$ cat src/rtl/uart_mem_loader.sv
// Host byte-command engine: halts/releases the CPU and burst-writes/reads memory over the UART byte streams.
// Optional XOR checksum byte after W/R responses when UMEM_LOADER_CSUM_EN is defined.
module uart_mem_loader #(
  parameter int unsigned MEM_BYTE_ADDR_WIDTH = 6
) (
  input  logic                           clk,
  input  logic                           rst_n,
  input  logic                           rx_valid,
  input  logic [7:0]                     rx_data,
  output logic                           tx_valid,
  input  logic                           tx_ready,
  output logic [7:0]                     tx_data,
  output logic                           umem_ctrl,
  output logic                           umem_rd_en,
  output logic                           umem_wr_en,
  output logic [MEM_BYTE_ADDR_WIDTH-1:0] umem_addr,
  output logic [7:0]                     umem_wr_data,
  input  logic [7:0]                     umem_rd_data,
  output logic                           rx_overrun
);

  localparam int unsigned AW = MEM_BYTE_ADDR_WIDTH;

  localparam logic [7:0] CMD_H = 8'h48;
  localparam logic [7:0] CMD_G = 8'h47;
  localparam logic [7:0] CMD_W = 8'h57;
  localparam logic [7:0] CMD_R = 8'h52;
  localparam logic [7:0] ACK   = 8'h06;
  localparam logic [7:0] NAK   = 8'h15;

  typedef enum logic [2:0] {
    IDLE,
    GET_ADDR,
    GET_LEN,
    WR_DATA,
    RD_LOAD,
    RD_WAIT,
    SEND_RESP
`ifdef UMEM_LOADER_CSUM_EN
    , SEND_CSUM
`endif
  } state_t;

  state_t          state_q, state_d;
  logic [AW-1:0]   ptr_q, ptr_d;
  logic [7:0]      cnt_q, cnt_d;
  logic            is_rd_q, is_rd_d;
  logic            tx_valid_d;
  logic [7:0]      tx_data_d;
  logic            ctrl_d;
  logic            rd_en_d;
  logic            wr_en_d;
  logic [AW-1:0]   addr_d;
  logic [7:0]      wr_data_d;
  logic            overrun_d;
  logic            hs;
  logic            drop_state;
`ifdef UMEM_LOADER_CSUM_EN
  logic [7:0]      csum_q, csum_d;
  logic            csum_cmd_q, csum_cmd_d;
`endif

  assign hs = tx_valid && tx_ready;

  // States in which the engine cannot accept an RX byte
  always_comb begin
    drop_state = 1'b0;
    case (state_q)
      RD_LOAD, RD_WAIT, SEND_RESP: drop_state = 1'b1;
`ifdef UMEM_LOADER_CSUM_EN
      SEND_CSUM:                   drop_state = 1'b1;
`endif
      default:                     drop_state = 1'b0;
    endcase
  end

  // Next-state and next-output logic
  always_comb begin
    state_d    = state_q;
    ptr_d      = ptr_q;
    cnt_d      = cnt_q;
    is_rd_d    = is_rd_q;
    tx_valid_d = tx_valid;
    tx_data_d  = tx_data;
    ctrl_d     = umem_ctrl;
    rd_en_d    = 1'b0;
    wr_en_d    = 1'b0;
    addr_d     = umem_addr;
    wr_data_d  = umem_wr_data;
    overrun_d  = rx_overrun || (rx_valid && drop_state);
`ifdef UMEM_LOADER_CSUM_EN
    csum_d     = csum_q;
    csum_cmd_d = csum_cmd_q;
`endif

    case (state_q)
      IDLE: begin
        if (rx_valid) begin
`ifdef UMEM_LOADER_CSUM_EN
          csum_cmd_d = 1'b0;
`endif
          case (rx_data)
            CMD_H: begin
              ctrl_d     = 1'b1;
              tx_valid_d = 1'b1;
              tx_data_d  = ACK;
              state_d    = SEND_RESP;
            end
            CMD_G: begin
              ctrl_d     = 1'b0;
              tx_valid_d = 1'b1;
              tx_data_d  = ACK;
              state_d    = SEND_RESP;
            end
            CMD_W, CMD_R: begin
              if (umem_ctrl) begin
                is_rd_d = (rx_data == CMD_R);
                state_d = GET_ADDR;
              end else begin
                tx_valid_d = 1'b1;
                tx_data_d  = NAK;
                state_d    = SEND_RESP;
              end
            end
            default: begin
              tx_valid_d = 1'b1;
              tx_data_d  = NAK;
              state_d    = SEND_RESP;
            end
          endcase
        end
      end

      GET_ADDR: begin
        if (rx_valid) begin
          ptr_d   = rx_data[AW-1:0];
          state_d = GET_LEN;
        end
      end

      GET_LEN: begin
        if (rx_valid) begin
          cnt_d = rx_data;
`ifdef UMEM_LOADER_CSUM_EN
          csum_d     = 8'h00;
          csum_cmd_d = 1'b1;
`endif
          if (is_rd_q) begin
            addr_d  = ptr_q;
            rd_en_d = 1'b1;
            state_d = RD_LOAD;
          end else begin
            state_d = WR_DATA;
          end
        end
      end

      WR_DATA: begin
        if (rx_valid) begin
          wr_en_d   = 1'b1;
          addr_d    = ptr_q;
          wr_data_d = rx_data;
          ptr_d     = ptr_q + AW'(1);
`ifdef UMEM_LOADER_CSUM_EN
          csum_d    = csum_q ^ rx_data;
`endif
          if (cnt_q == 8'd0) begin
            tx_valid_d = 1'b1;
            tx_data_d  = ACK;
            state_d    = SEND_RESP;
          end else begin
            cnt_d = cnt_q - 8'd1;
          end
        end
      end

      RD_LOAD: begin
        tx_data_d  = umem_rd_data;
        tx_valid_d = 1'b1;
`ifdef UMEM_LOADER_CSUM_EN
        csum_d     = csum_q ^ umem_rd_data;
`endif
        state_d    = RD_WAIT;
      end

      RD_WAIT: begin
        if (hs) begin
          ptr_d = ptr_q + AW'(1);
          if (cnt_q == 8'd0) begin
            // Response replaces the accepted data byte without a bubble
            tx_data_d = ACK;
            state_d   = SEND_RESP;
          end else begin
            cnt_d      = cnt_q - 8'd1;
            tx_valid_d = 1'b0;
            addr_d     = ptr_q + AW'(1);
            rd_en_d    = 1'b1;
            state_d    = RD_LOAD;
          end
        end
      end

      SEND_RESP: begin
        if (hs) begin
`ifdef UMEM_LOADER_CSUM_EN
          if (csum_cmd_q) begin
            tx_data_d = csum_q;
            state_d   = SEND_CSUM;
          end else begin
            tx_valid_d = 1'b0;
            state_d    = IDLE;
          end
`else
          tx_valid_d = 1'b0;
          state_d    = IDLE;
`endif
        end
      end

`ifdef UMEM_LOADER_CSUM_EN
      SEND_CSUM: begin
        if (hs) begin
          tx_valid_d = 1'b0;
          state_d    = IDLE;
        end
      end
`endif

      default: state_d = IDLE;
    endcase
  end

  // State and registered outputs
  always_ff @(posedge clk or negedge rst_n) begin
    if (!rst_n) begin
      state_q      <= IDLE;
      ptr_q        <= '0;
      cnt_q        <= 8'd0;
      is_rd_q      <= 1'b0;
      tx_valid     <= 1'b0;
      tx_data      <= 8'h00;
      umem_ctrl    <= 1'b1;
      umem_rd_en   <= 1'b0;
      umem_wr_en   <= 1'b0;
      umem_addr    <= '0;
      umem_wr_data <= 8'h00;
      rx_overrun   <= 1'b0;
`ifdef UMEM_LOADER_CSUM_EN
      csum_q       <= 8'h00;
      csum_cmd_q   <= 1'b0;
`endif
    end else begin
      state_q      <= state_d;
      ptr_q        <= ptr_d;
      cnt_q        <= cnt_d;
      is_rd_q      <= is_rd_d;
      tx_valid     <= tx_valid_d;
      tx_data      <= tx_data_d;
      umem_ctrl    <= ctrl_d;
      umem_rd_en   <= rd_en_d;
      umem_wr_en   <= wr_en_d;
      umem_addr    <= addr_d;
      umem_wr_data <= wr_data_d;
      rx_overrun   <= overrun_d;
`ifdef UMEM_LOADER_CSUM_EN
      csum_q       <= csum_d;
      csum_cmd_q   <= csum_cmd_d;
`endif
    end
  end

endmodule

$ cat config.mk
export PLATFORM = sky130hd
export DESIGN_NAME = uart_mem_loader
export DESIGN_NICKNAME = d
export VERILOG_FILES = /design/src/rtl/uart_mem_loader.sv
export SDC_FILE = /design/constraint.sdc
export NUM_CORES = 1
export LEC_CHECK = 0
export ABC_AREA = 1
export CORE_AREA = 5 5 102 104
export CTS_CLUSTER_DIAMETER = 100
export DETAILED_ROUTE_END_ITERATION = 7
export DIE_AREA = 0 0 107 109
export MAX_ROUTING_LAYER = met4
export PLACE_DENSITY = 0.5
export REMOVE_ABC_BUFFERS = 1
export SYNTH_ARGS = -nofsm -noshare
export SYNTH_HDL_FRONTEND = slang
export SYNTH_SLANG_ARGS = --single-unit
$ cat constraint.sdc
create_clock -name clk -period 2 [get_ports clk]
set_clock_uncertainty 0.2 [all_clocks]
set_input_delay 0.5 -clock clk [delete_from_list [all_inputs] [get_ports clk]]
set_output_delay 0.5 -clock clk [all_outputs]
set_load 0.03 [all_outputs]
==> metrics.md <==
| Metric | Value |
|---|---|
| Simple-Gate Fraction of Synth Area | `33.0%` |
| CORE AREA | `between 9000 and 10000 sq um` |
| CTS root buffer | `clkbuf_8` |
| Post-CTS setup buffer count | `0` |
| Initial DRC count | `between 60 and 70` |
| Die width | `about 110 microns` |
| Reg clk slew, reported paths | `roughly 0.1 ns` |
| Die Y | `109 microns` |
| CP startpoint kind | `flop` |
| H-Tree Depth | `2` |
| Logic pwr share | `under 10%` |
| XOR/XNOR Fraction of Synth Area | `between 1.5 and 2%` |
| Post-Syn Instances | `356` |
| Clk sinks | `45` |
| First-pass GRT wire length | `around 12000 microns` |
| Max-Cap Viols | `0` |
| Hold Path Class | `reg2reg` |
| WP data required | `slightly above 2 ns` |
| Mux contribution to synthesized area | `0%` |
| RSZ-0062 raised after global routing | `no` |
| Place WS | `-0.179 ns` |
| Ant diodes | `0` |
| Netlist cell types | `32` |
| Initial core utilization | `between 20% and 30%` |
| Initial antenna violation count | `0` |
| Element type at the critical path end | `flop` |
| NetSw | `between 400 and 500 uW` |
| Via count | `~2400` |
| Clk Latency, worst-skew pair | `0.31 ns` |
| Mean Syn Cell Area | `around 7.4 sq um` |
| Crit Path Class | `reg2reg` |
| Synth Area in Adders | `under 10%` |
| Power density cells | `482 nW/um^2` |
| Min Clock Period, post-route | `roughly 1.8 ns` |
| Largest family of logic cells by synthesized area | `simple AND/OR/NAND/NOR gates` |
| Row count | `36` |
| GRT overflow | `0` |
| Number of flops mapped to enable cells by yosys | `0` |
| Area Overhead vs Synth | `33.1%` |
| Pint | `about 1200 uW` |
| Total GRT Usage | `12.8%` |
| Max IR drop VDD | `approximately 210 uV` |
| Switching share of total power | `approximately a quarter` |
| Static Leak | `0.00187 uW` |
| Max Slew Vio Count | `0` |
| Drt pass-1 iters | `4` |
| Critical Path Fanout Max | `19` |
| Sequential fraction of the synthesis area | `a little over two fifths` |
| Seq pwr share | `54.9%` |
| IO buf count | `46` |
| Fin nets | `about 450` |
| Num CTS Buffers | `5` |
| CTS tree | `yes` |
| Fillers | `around 1000` |
| Worst hold margin | `~0.27 ns` |
| Routed wire per std cell | `between 10 and 15 microns` |
| Setup-failing EPs final | `0` |
| Hpwl dp | `5410 microns` |
| Worst setup margin | `around 0.16 ns` |
| Drt drc | `0` |
| Fraction of registers with async set or reset after synthesis | `100%` |
| Final GP Congestion | `about 0.8` |
| Clock power share | `36.3%` |
| ANT nets after route | `0` |
| Die ar. | `approximately 12000 sq um` |
| Highest Clock Rate | `between 500 and 600 MHz` |
| #FFs+latches synth | `45` |
| Outcome | `complete, no violations` |
| Num ports | `47` |
| Period utilisation layout | `approximately nine tenths` |
| Fin. Hold Viols | `0` |
| Synthesized area | `around 2600 sq um` |
| Ys flop type | `dfrtp_1` |
| Compound-Gate Fraction of Synth Area | `around an eighth` |
| Yosys Warn Count | `0` |
| Fraction of layout cells with a size suffix above 1 | `between 10% and 20%` |
| Worst path arrival time | `around 1.9 ns` |
| Worst slew pin tran | `approximately 0.53 ns` |
| Post-DR vias/cell | `roughly 4.4` |
| Vias in the first global route | `roughly 2400` |
| Worst slew margin | `approximately 64%` |
| Setup_tns | `0 ns` |
| Clock Path Buffers | `2` |
| Post-Route WL | `around 6800 microns` |
| Largest net degree at the start of global routing | `21` |
## final timing paths
check                                            start                endpoint  slack, ns  depth (start not counted)
worst max-delay path            state_q[2]$_DFFE_PN0P_    cnt_q[1]$_DFFE_PN0P_       0.16                          9
worst min-delay path              rx_overrun$_DFF_PN0_    rx_overrun$_DFF_PN0_       0.27                          1
worst max register to register  state_q[2]$_DFFE_PN0P_    cnt_q[1]$_DFFE_PN0P_       0.16                          9
worst min register to register    rx_overrun$_DFF_PN0_    rx_overrun$_DFF_PN0_       0.27                          1
max in group asynchronous                        rst_n   umem_ctrl$_DFFE_PN1P_       0.57                          3
min in group asynchronous                        rst_n  tx_data[0]$_DFFE_PN0P_       0.49                          2
## metrics by stage
step | power, uW | instances | area, sq um | util [%]
finish | 1680 | 544 | 3490 | 36.9
global route | 1750 | 544 | 3490 | 36.9
global placement | 1100 | 535 | 3410 | 36.1
detailed placement | 1100 | 535 | 3410 | 36.1
floorplan | 982 | 349 | 2560 | -
CTS | 1710 | 544 | 3480 | 36.8
## cell usage after synthesis, types with 2 or more instances
| library cell | instances | area (sq um) |
|---|---|---|
| a21oi_1 | 2 | 10.0 |
| a31oi_1 | 2 | 12.5 |
| buf_2 | 2 | 10.0 |
| buf_6 | 4 | 45.0 |
| dfrtp_1 | 44 | 1100 |
| ha_1 | 3 | 37.5 |
| inv_1 | 36 | 135 |
| inv_2 | 6 | 22.5 |
| inv_4 | 2 | 12.5 |
| nand2_1 | 132 | 495 |
| nand2_2 | 4 | 25.0 |
| nand2_4 | 2 | 22.5 |
| nand3_1 | 19 | 95.1 |
| nand3_4 | 2 | 35.0 |
| nand4_1 | 3 | 18.8 |
| nor2_1 | 28 | 105 |
| nor2_2 | 6 | 37.5 |
| o21ai_0 | 24 | 120 |
| o21ai_1 | 10 | 50.1 |
| o21ai_2 | 8 | 70.1 |
| o21bai_1 | 2 | 15.0 |
| xor2_1 | 5 | 43.8 |
## area by class of cell
class,instances,area (sq um),share of cell area (%)
Multi-Input combinational cell,259,1260,36.3
Sequential cell,45,1130,32.3
Timing Repair Buffer,73,686,19.7
Inverter,45,174,4.99
Tap cell,114,143,4.09
Clock buffer,5,68.8,1.97
Clock inverter,3,25.0,0.717
## cell usage in the layout (no fill, tap or decap), types with 2 or more instances in the layout
master / count
nand2_1: 132
dfrtp_1: 44
inv_1: 36
nor2_1: 27
dlygate4sd2_1: 26
o21ai_0: 24
buf_4: 21
nand3_1: 18
clkdlybuf4s50_1: 18
o21ai_1: 10
o21ai_2: 8
nor2_2: 7
inv_2: 6
xor2_1: 5
clkbuf_8: 5
buf_12: 5
nand2_2: 4
nand4_1: 3
ha_1: 3
nand3_4: 2
nand2_4: 2
nand3_2: 2
inv_4: 2
a21oi_1: 2
a31oi_1: 2
o21bai_1: 2
## worst max-delay path, stage by stage, from the launching register on
cell	delay [ns]
dfrtp_1	0.63
inv_2	0.12
nand2_2	0.17
nand2_4	0.10
buf_12	0.16
inv_4	0.08
nand2_1	0.09
o21ai_0	0.09
nand2_1	0.07
o21ai_1	0.07
## registers in the layout, indices dropped and copies added (netlist names)
name and flops:
rx_overrun 1, umem_wr_en 1, umem_ctrl 1, is_rd_q 1
umem_wr_data 8, umem_rd_en 1, cnt_q 8, tx_valid 1
state_q 3, umem_addr 6, tx_data 8, ptr_q 6
## metal layers
metal | wire, microns | share of wire (%) | GRT usage [%]
met5 | 0 | 0 | -
met4 | 44 | 0.65 | 2.47
met3 | 315 | 4.6 | 3.14
met2 | 3210 | 47 | 20.5
met1 | 3230 | 48 | 16.8
## cell families (layout without fill, tap and decap cells)
group	after synthesis	in the layout
buf+inv	52	126
compound gates	52	52
flops	45	45
xor+xnor	5	5
fa+ha+maj	3	3
simple gates	199	199
## repair_timing
action | CTS | global route
hold buffers | 1 | 0
gates resized for setup | 27 | 4
setup endpoints to repair | 27 | 6
hold endpoints to repair | 18 | 0
pin swaps | 0 | 1
## power groups by stage
stage | logic (uW) | clock network, uW | registers [uW]
global route | 162 | 666 | 925
finish | 147 | 611 | 923
detailed placement | 157 | 0 | 942
floorplan | 21.9 | 0 | 960
CTS | 152 | 630 | 923
global placement | 157 | 0 | 941
No activity file was read; power rests on OpenSTA's default activity.
